===== src/rtl/ext_bus_pkg.sv =====
// Shared types and timing constants for the parallel host bus initiator.
// EXT_BUS_WORD32_EN selects 32-bit request data (two halfword accesses per request).
package ext_bus_pkg;

    typedef enum logic [2:0] {
        IDLE,
        SETUP,
        STROBE,
        HOLD,
        TURN
    } bus_state_e;

    localparam int DEF_SETUP_CYCLES  = 1;
    localparam int DEF_STROBE_CYCLES = 6;
    localparam int DEF_HOLD_CYCLES   = 1;
    localparam int DEF_TURN_CYCLES   = 2;

    // Longest phase the shared counter can time; counter holds N-1.
    localparam int MAX_PHASE_CYCLES = 64;
    localparam int CNT_W            = $clog2(MAX_PHASE_CYCLES);

`ifdef EXT_BUS_WORD32_EN
    localparam int DW = 32;
`else
    localparam int DW = 16;
`endif

    // Counter load value for a phase lasting 'cycles' clocks.
    function automatic logic [CNT_W-1:0] phase_load(input int cycles);
        return CNT_W'(cycles - 1);
    endfunction

endpackage


===== src/rtl/ext_bus_phase_cnt.sv =====
// Loadable down-counter shared by all bus phases; zero_o marks the last cycle of a phase.
module ext_bus_phase_cnt
    import ext_bus_pkg::*;
(
    input  logic             clk_i,
    input  logic             reset_i,
    input  logic             load_i,
    input  logic [CNT_W-1:0] load_val_i,
    output logic             zero_o
);

    logic [CNT_W-1:0] cnt_q, cnt_d;

    // Load on phase entry, otherwise count down and park at zero
    always_comb begin
        cnt_d = cnt_q;
        if (load_i) begin
            cnt_d = load_val_i;
        end else if (cnt_q != '0) begin
            cnt_d = cnt_q - 1'b1;
        end
    end

    // Counter register, cleared by reset
    always_ff @(posedge clk_i or negedge reset_i) begin
        if (!reset_i) begin
            cnt_q <= '0;
        end else begin
            cnt_q <= cnt_d;
        end
    end

    assign zero_o = (cnt_q == '0);

endmodule


===== src/rtl/ext_bus_initiator.sv =====
// Valid/ready request port driving the 16-bit asynchronous parallel host bus.
// EXT_BUS_WORD32_EN: 32-bit requests, each split into low then high halfword accesses.
module ext_bus_initiator
    import ext_bus_pkg::*;
#(
    parameter int SETUP_CYCLES  = DEF_SETUP_CYCLES,
    parameter int STROBE_CYCLES = DEF_STROBE_CYCLES,
    parameter int HOLD_CYCLES   = DEF_HOLD_CYCLES,
    parameter int TURN_CYCLES   = DEF_TURN_CYCLES
) (
    input  logic          clk_i,
    input  logic          reset_i,
    input  logic          req_valid_i,
    output logic          req_ready_o,
    input  logic          req_write_i,
    input  logic [24:0]   req_addr_i,
    input  logic [DW-1:0] req_wdata_i,
    output logic          rsp_valid_o,
    output logic [DW-1:0] rsp_rdata_o,
    output logic [24:0]   addr_o,
    output logic [15:0]   data_o,
    input  logic [15:0]   data_i,
    output logic          data_oe_o,
    output logic          read_o,
    output logic          write_o,
    output logic [1:0]    cs_o
);

    localparam logic [CNT_W-1:0] SETUP_LD  = phase_load(SETUP_CYCLES);
    localparam logic [CNT_W-1:0] STROBE_LD = phase_load(STROBE_CYCLES);
    localparam logic [CNT_W-1:0] HOLD_LD   = phase_load(HOLD_CYCLES);
    localparam logic [CNT_W-1:0] TURN_LD   = phase_load(TURN_CYCLES);

    bus_state_e       state_q, state_d;
    logic             write_q;
    logic [24:0]      addr_q;
    logic [DW-1:0]    wdata_q;
    logic             cur_write;
    logic [24:0]      cur_addr;
    logic [DW-1:0]    cur_wdata;
    logic             last_half;
    logic [24:0]      bus_addr_d;
    logic [15:0]      bus_wdata_d;
    logic [DW-1:0]    rdata_next;
    logic             strobe_end;
    logic             cnt_load, cnt_zero;
    logic [CNT_W-1:0] cnt_val;
    logic [1:0]       cs_q;
    logic             read_n_q, write_n_q, data_oe_q, rsp_valid_q;
    logic [24:0]      bus_addr_q;
    logic [15:0]      bus_data_q;
    logic [DW-1:0]    rdata_q;

    assign strobe_end = (state_q == STROBE) && (state_d == HOLD);

    // Request fields in effect: live inputs on the accept cycle, latched copy afterwards
    always_comb begin
        cur_write = write_q;
        cur_addr  = addr_q;
        cur_wdata = wdata_q;
        if (state_q == IDLE) begin
            cur_write = req_write_i;
            cur_addr  = req_addr_i;
            cur_wdata = req_wdata_i;
        end
    end

`ifdef EXT_BUS_WORD32_EN
    logic        half_q, half_d;
    logic [15:0] rdata_lo_q;

    // Halfword selector: low half on accept, high half once the low half has finished
    always_comb begin
        half_d = half_q;
        if (state_q == IDLE) begin
            half_d = 1'b0;
        end else if (state_d == SETUP && state_q != SETUP) begin
            half_d = 1'b1;
        end
    end

    // Halfword tracker and buffer for the low half of a read
    always_ff @(posedge clk_i or negedge reset_i) begin
        if (!reset_i) begin
            half_q     <= 1'b0;
            rdata_lo_q <= '0;
        end else begin
            half_q <= half_d;
            if (strobe_end && !write_q && !half_q) begin
                rdata_lo_q <= data_i;
            end
        end
    end

    assign last_half   = half_q;
    assign bus_addr_d  = (cur_addr & ~25'd1) + {23'd0, half_d, 1'b0};
    assign bus_wdata_d = half_d ? cur_wdata[31:16] : cur_wdata[15:0];
    assign rdata_next  = {data_i, rdata_lo_q};
`else
    assign last_half   = 1'b1;
    assign bus_addr_d  = cur_addr;
    assign bus_wdata_d = cur_wdata;
    assign rdata_next  = data_i;
`endif

    // Phase sequencing; each timed phase exits on the last counter cycle
    always_comb begin
        state_d = state_q;
        case (state_q)
            IDLE:    if (req_valid_i) state_d = SETUP;
            SETUP:   if (cnt_zero) state_d = STROBE;
            STROBE:  if (cnt_zero) state_d = HOLD;
            HOLD:    if (cnt_zero) state_d = !write_q ? TURN : (last_half ? IDLE : SETUP);
            TURN:    if (cnt_zero) state_d = last_half ? IDLE : SETUP;
            default: state_d = IDLE;
        endcase
    end

    // Reload the shared counter with the length of whichever phase is entered next
    always_comb begin
        cnt_load = (state_d != state_q);
        case (state_d)
            SETUP:   cnt_val = SETUP_LD;
            STROBE:  cnt_val = STROBE_LD;
            HOLD:    cnt_val = HOLD_LD;
            TURN:    cnt_val = TURN_LD;
            default: cnt_val = '0;
        endcase
    end

    ext_bus_phase_cnt u_phase_cnt (
        .clk_i      (clk_i),
        .reset_i    (reset_i),
        .load_i     (cnt_load),
        .load_val_i (cnt_val),
        .zero_o     (cnt_zero)
    );

    // FSM state, request latches and registered pad controls decoded from the next state
    always_ff @(posedge clk_i or negedge reset_i) begin
        if (!reset_i) begin
            state_q     <= IDLE;
            write_q     <= 1'b0;
            addr_q      <= '0;
            wdata_q     <= '0;
            cs_q        <= 2'b00;
            read_n_q    <= 1'b1;
            write_n_q   <= 1'b1;
            data_oe_q   <= 1'b0;
            bus_addr_q  <= '0;
            bus_data_q  <= '0;
            rsp_valid_q <= 1'b0;
        end else begin
            state_q     <= state_d;
            rsp_valid_q <= strobe_end && last_half;
            if (state_q == IDLE && req_valid_i) begin
                write_q <= req_write_i;
                addr_q  <= req_addr_i;
                wdata_q <= req_wdata_i;
            end
            case (state_d)
                SETUP: begin
                    cs_q       <= 2'b00;
                    bus_addr_q <= bus_addr_d;
                    read_n_q   <= cur_write;
                    write_n_q  <= ~cur_write;
                    data_oe_q  <= cur_write;
                    if (cur_write) begin
                        bus_data_q <= bus_wdata_d;
                    end
                end
                STROBE: cs_q <= 2'b11;
                HOLD: begin
                    cs_q      <= 2'b00;
                    read_n_q  <= 1'b1;
                    write_n_q <= 1'b1;
                end
                default: begin
                    cs_q      <= 2'b00;
                    read_n_q  <= 1'b1;
                    write_n_q <= 1'b1;
                    data_oe_q <= 1'b0;
                end
            endcase
        end
    end

    // Read data captured once, on the edge that ends STROBE of the final halfword
    always_ff @(posedge clk_i or negedge reset_i) begin
        if (!reset_i) begin
            rdata_q <= '0;
        end else if (strobe_end && !write_q && last_half) begin
            rdata_q <= rdata_next;
        end
    end

    assign req_ready_o = (state_q == IDLE);
    assign rsp_valid_o = rsp_valid_q;
    assign rsp_rdata_o = rdata_q;
    assign addr_o      = bus_addr_q;
    assign data_o      = bus_data_q;
    assign data_oe_o   = data_oe_q;
    assign read_o      = read_n_q;
    assign write_o     = write_n_q;
    assign cs_o        = cs_q;

endmodule

===== config.mk =====
export PLATFORM = sky130hd
export DESIGN_NAME = ext_bus_initiator
export DESIGN_NICKNAME = d
export VERILOG_FILES = /design/src/rtl/ext_bus_pkg.sv /design/src/rtl/ext_bus_phase_cnt.sv /design/src/rtl/ext_bus_initiator.sv
export SDC_FILE = /design/constraint.sdc
export NUM_CORES = 1
export LEC_CHECK = 0
export CORE_MARGIN = 2
export CORE_UTILIZATION = 34
export DETAILED_ROUTE_END_ITERATION = 8
export DONT_BUFFER_PORTS = 1
export PLACE_DENSITY = 0.58
export SLEW_MARGIN = 20
export SYNTH_ARGS = -nofsm -noshare
export SYNTH_HDL_FRONTEND = slang
export SYNTH_SLANG_ARGS = --single-unit

===== constraint.sdc =====
create_clock -name clk_i -period 2.1 [get_ports clk_i]
set_input_delay 0.315 -clock clk_i [delete_from_list [all_inputs] [get_ports clk_i]]
set_output_delay 0.315 -clock clk_i [all_outputs]
set_load 0.005 [all_outputs]

* Yosys cells after proc, flatten, opt, wreduce, memory -nomap -nowiden
Index checks and enable logic that the tools add are counted.
** Word-level totals
- Bits in registers :: 114
- Bits of input ports :: 61
- Output and inout port bits :: 64
- Word-level logic and storage cells :: 51
** Operators by class
- Add/sub/neg operators :: 1
- Eq/ne operators :: 9
- Multiplexer cells :: 17
- Bitwise logic cells :: 1
- Reductions and logical operators :: 10
** Operator list (number)
- 25-bit 2-to-1 mux :: 1
- 3-bit 2-to-1 mux :: 6
- 16-bit 2-to-1 mux :: 1
- 3-bit case mux with 5 select lines :: 1
- 3-bit by 2-bit == test with 1-bit output (second input constant) :: 4
- 6-bit 2-to-1 mux :: 2
- 3-bit by 1-bit == test with 1-bit output (second input constant) :: 2
- 3-bit == test (second input constant) :: 2
- 6-bit logical NOT :: 1
- 1-bit case mux with 2 select lines :: 3
- 3-bit case mux with 2 select lines :: 1
- 6-bit nonzero test :: 1
- 6-bit by 1-bit subtractor with 6-bit output (second input constant) :: 1
- 1-bit logical AND :: 3
- 3-bit logical NOT :: 1
- 3-bit inequality test :: 1
- 2-bit 2-to-1 mux :: 1
- 2-bit AND reduction :: 1
- 2-bit nonzero test :: 1
- 2-bit OR reduction :: 1
- 1-bit logical NOT :: 1
- 1-bit 2-to-1 mux :: 1
- 1-bit NOT :: 1

* Depth between registers and ports, before layout
- Depth after elaboration :: 6
- Mapped depth :: 8
- Mapped depth without buffers :: 6

* Cells and area by module
Synthesis repeated with hierarchy kept, for this count alone.
** Second synthesis, totals
- Cells, all modules :: 340
- Area total of the unflattened synthesis :: 4981.0 sq um
** By module, submodules not included
- ext_bus_initiator :: instances 1, cells an instance 299, area each 4601.9 sq um, sequential area each 2680.1 sq um
- ext_bus_phase_cnt :: instances 1, cells an instance 41, area each 379.1 sq um, sequential area each 150.1 sq um

* Worst setup path after synthesis
OpenSTA, ideal clock, no wires.
- Kind :: flip-flop to flip-flop
- Start :: register u_phase_cnt.cnt_q[0]
- End :: register rdata_q[10] (netlist: rsp_rdata_o[10])
- Arrival :: 2.077 ns
- Required time :: 1.973 ns
- Slack :: -0.105 ns
- Stages on the path, launching flop included :: 8
- Buffers on the path :: 1
- Clock period less this slack :: 2.205 ns
- Path through :: dfrtp_1 -> inv_1 -> ha_1 -> nor3b_4 -> nand2_2 -> nor4_4 -> buf_6 -> mux2_1
** On the way
- Longest elaborated chain between the ends :: 6
- Elaborated cells on any way between the ends :: 9
- Classes of those cells :: eq/ne (1); mux (5); reduce/logical (3)
** RTL lines
- start, declared :: RTL line ext_bus_phase_cnt.sv:12 : logic [CNT_W-1:0] cnt_q, cnt_d;
- start signal, assigned :: RTL line ext_bus_phase_cnt.sv:29 : cnt_q <= cnt_d;
- 6-bit logical NOT * :: RTL line ext_bus_phase_cnt.sv:33 : assign zero_o = (cnt_q == '0);
- 3-bit 2-to-1 mux, on equally long branches
- 3-bit case mux with 5 select lines * :: RTL line ext_bus_initiator.sv:109 : case (state_q)
- 3-bit by 2-bit == test with 1-bit output * :: RTL line ext_bus_initiator.sv:54 : assign strobe_end = (state_q == STROBE) && (state_d == HOLD);
- 1-bit logical AND * :: RTL line ext_bus_initiator.sv:54
- 1-bit logical AND * :: RTL line ext_bus_initiator.sv:192 : end else if (strobe_end && !write_q && last_half) begin
- end signal, assigned :: RTL line ext_bus_initiator.sv:193 : rdata_q <= rdata_next;
- end, declared :: RTL line ext_bus_initiator.sv:52 : logic [DW-1:0] rdata_q;
Every way passes the cells marked *; elsewhere a longest branch is shown, timed or not.
A chain may end at the register's enable or synchronous reset.

* Final worst setup path
- Start :: register u_phase_cnt.cnt_q[0]
- End :: register rdata_q[6] (netlist: rsp_rdata_o[6])
Same word-level chain as after synthesis.

==> flow_summary_export.csv <==
group,metric,value,unit
timing,max_freq,491,MHz
power_and_ir_drop,power_frac_comb,35.2,%
cells_and_area,drive_above_1_share,36.0,%
power_and_ir_drop,switching_share,31.6,%
timing,final-hold-violation-count,113,
synth,netlist_instances,371,
cells_and_area,register_area,2830,µm²
timing,worstMarginPinSlew,0.380,ns
routing,ant_nets,0,
routing,wire_per_inst,17.4,µm
synth,synthDistinctLibCells,46,
power_and_ir_drop,clock_power_share,28.0,%
floorplan,core-area,14000,µm²
global_route,grt_max_degree,114,
critical_path,reg2reg_to,"rsp_rdata_o[6]",
floorplan,start_util,35.1,%
synth,synth.area.top_cells,"dfrtp_1, mux2_2, mux2i_1, mux2_1, a21oi_1",
cells_and_area,final_common_cell,"dfrtp_1",
timing,rsz0062_at_grt,"yes",
routing,viasPerCell,5.07,
synth,synthDominantCellAreaShare,56.6,%
critical_path,cpPeakStageDelay,0.39,ns
synth,syn_area,4910,µm²
power_and_ir_drop,vdd_drop_max,0.550,mV
critical_path,cp.arrival,2.32,ns
floorplan,die_h,124,µm
clock_network,cts_num_sinks,113,
critical_path,rr_startpoint,"u_phase_cnt.cnt_q[0]",
status,outcome,"finished, violations left",
clock_network,tritoncts,"done",
power_and_ir_drop,p_leak,2.49,nW
routing,via_count,2954,
power_and_ir_drop,p_switching,3.52,mW
synth,synth-main-ff-cell,"dfrtp_1",
critical_path,crit_slowest_cell,"dfrtp_1",
floorplan,ios,125,
global_route,grt_pass1_wl,15.6,mm
cells_and_area,final_cells,583,
clock_network,cts_buffer_depth,2,
placed_design,port_buffers,0,
cells_and_area,diodes,0,
routing,route.detailed.drc,0,
global_route,grt_usage,13.7,%
power_and_ir_drop,sequentialPowerShare,36.8,%
cells_and_area,final_cell_mix,"dfrtp_1, mux2_2, nor2_1, a21oi_1, mux2i_1",
cells_and_area,synthToLayoutAreaGrowth,21.8,%
placed_design,hpwl,6.65,mm
timing,clock_skew,0.00668,ns
floorplan,row_count,43,
floorplan,die_w,124,µm
global_route,gr-total-overflow,0,
critical_path,cp-end-kind,"flip-flop",
placed_design,dp.cells,544,
synth,syn_avg_cell_area,13.2,µm²
timing,drv_slew,0,
global_route,antenna_found_initial,0,
critical_path,worst_path_dominant_cell_family,"simple AND/OR/NAND/NOR gates",
critical_path,start_kind,"flip-flop",
routing,wl,10.1,mm
power_and_ir_drop,internal_power,7.61,mW
timing,final.min_clock_period,2.04,ns
timing,layout_setup_ws,0.0644,ns
synth,ys_warn_count,0,
timing,tns,0,ns
timing,finalSetupViolCount,0,
synth,yosys.area.top_type,"dfrtp_1",
cells_and_area,multi_input_area,2010,µm²
routing,first_pass_iters,5,
critical_path,cp_max_fo,8,
placed_design,place_area,5210,µm²
synth,synthArstFlopShare,100,%
global_route,grt_pass1_vias,3015,
cells_and_area,final_cell_area,5980,µm²
job,drv_cap,0,
status,violations,"negative hold slack",
timing,final.period_utilization,96.9,%
cells_and_area,fillers,1297,
critical_path,reg2reg_setup_slack,0.06,ns
power_and_ir_drop,power_per_cell_area,1860,nW/µm²
clock_network,cts_buffers,17,
placed_design,routabilityCongestion,0.858,
synth,ys_seq_area_share,57.6,%
placed_design,post-place-ws,-0.0390,ns
timing,timing.slew.headroom,74.4,%
clock_network,cts-root-buf,"clkbuf_16",
critical_path,path_cells,"inv_2, ha_4, nor3b_4, nand2_2, nor4_4, buf_4, clkbuf_16, mux2_1",
clock_network,cts_max_level,4,
synth,ys_seq_elements,113,
worst_hold_path,hold_class,"input port to async pin",
clock_network,clock_latency,0.41,ns
critical_path,critical_path_required,2.39,ns
critical_path,critPathBufInv,3,
synth,synth_fp_nets,433,
critical_path,path_class,"flip-flop to flip-flop",
critical_path,ff2ff_path_depth,8,
cells_and_area,nNetsFinal,453,
timing,whs,-0.400,ns
synth,synth_edf_count,0,
floorplan,die_area,15400,µm²
routing,drt_iter0_markers,121,
clock_network,cts.reportedPaths.clkPinSlew,0.05,ns
==> timing repair <==
item	in CTS	in global routing
resized for setup	2	10
endpoints found under the hold margin	113	113
setup endpoints to repair	6	36
buffers inserted	0	7
gates cloned	0	1
pin swaps	0	1
==> kinds of logic (layout without fill, tap and decap cells) <==
| family | after synthesis | count (layout) | share of synthesized area, % |
|---|---|---|---|
| flip-flops | 113 | 113 | 57.6 |
| AND/OR/NAND/NOR | 64 | 64 | 7.06 |
| XOR/XNOR | 1 | 1 | 0.178 |
| buffers and inverters | 27 | 59 | 2.78 |
| multiplexers | 118 | 118 | 26.4 |
| AO/OA/AOI/OAI | 47 | 47 | 5.73 |
| adder cells (fa/ha/maj) | 1 | 1 | 0.255 |
==> synthesized netlist by cell type (all sizes together) (2+ instances only) <==
library cell	instances
nor2	34
or3	2
dfrtp	111
inv	4
clkbuf	10
o21ai	4
nand2b	4
nand3b	2
mux2	91
or2	2
a21oi	31
buf	13
dfstp	2
or3b	2
mux2i	27
nor4	2
nor3	3
nand2	6
nand4	2
==> power groups by stage <==
stage	clock network (mW)	registers [mW]	logic, mW
6_report	3.12	4.10	3.92
5_1_grt	3.29	4.26	4.33
4_1_cts	3.20	4.13	3.75
3_5_place_dp	0	4.15	3.72
3_3_place_gp	0	4.10	3.57
2_1_floorplan	0	3.89	2.95
==> routing by layer <==
| layer | vias to the layer above | share of wire [%] | routed length [µm] | GRT usage (%) |
|---|---|---|---|---|
| met5 | - | 0 | 0 | 0 |
| met4 | 0 | 1.9 | 191 | 7.65 |
| met3 | 15 | 7.5 | 755 | 5.17 |
| met2 | 79 | 52 | 5290 | 23.0 |
| met1 | 1495 | 38 | 3900 | 15.0 |
| li1 | 1365 | - | - | - |
==> layout make-up <==
class	count	area share (%)
Inverter	4	0.251
Multi-Input combinational cell	231	33.5
Clock buffer	20	7.63
Tap cell	180	3.76
Timing Repair Buffer	24	4.41
Sequential cell	113	47.3
Clock inverter	11	3.09
==> registers in the layout, indices dropped and copies added (netlist names) <==
| signal | count |
|---|---|
| addr_o | 25 |
| addr_q | 25 |
| data_o | 16 |
| rsp_rdata_o | 16 |
| wdata_q | 16 |
| u_phase_cnt.cnt_q | 6 |
| state_q | 3 |
| cs_o | 1 |
| data_oe_o | 1 |
| read_o | 1 |
| rsp_valid_o | 1 |
| write_o | 1 |
| write_q | 1 |
==> how the worst max path moves through the flow <==
| stage | from | end | slack, ns | cells after the start |
|---|---|---|---|---|
| finish | u_phase_cnt.cnt_q[0] | rsp_rdata_o[6] | 0.06 | 8 |
| global route | u_phase_cnt.cnt_q[0] | rsp_rdata_o[13] | -0.02 | 8 |
| CTS | u_phase_cnt.cnt_q[0] | write_o | 0.01 | 6 |
| detailed placement | u_phase_cnt.cnt_q[0] | u_phase_cnt.cnt_q[1] | -0.04 | 6 |
| global placement | u_phase_cnt.cnt_q[0] | u_phase_cnt.cnt_q[1] | 0.04 | 6 |
| floorplan | u_phase_cnt.cnt_q[0] | data_o[10] | -0.05 | 8 |
==> metrics by stage <==
stage / total power, mW / hold WS [ns] / util [%]
after floorplan: 6.83 / 0.0194 / -
after global placement: 7.67 / 0.0254 / 37.3
after detailed placement: 7.87 / 0.0240 / 37.3
after CTS: 11.1 / -0.425 / 41.9
after global routing: 11.9 / -0.424 / 42.8
final: 11.1 / -0.400 / 42.8
No activity file was read; power rests on OpenSTA's default activity.
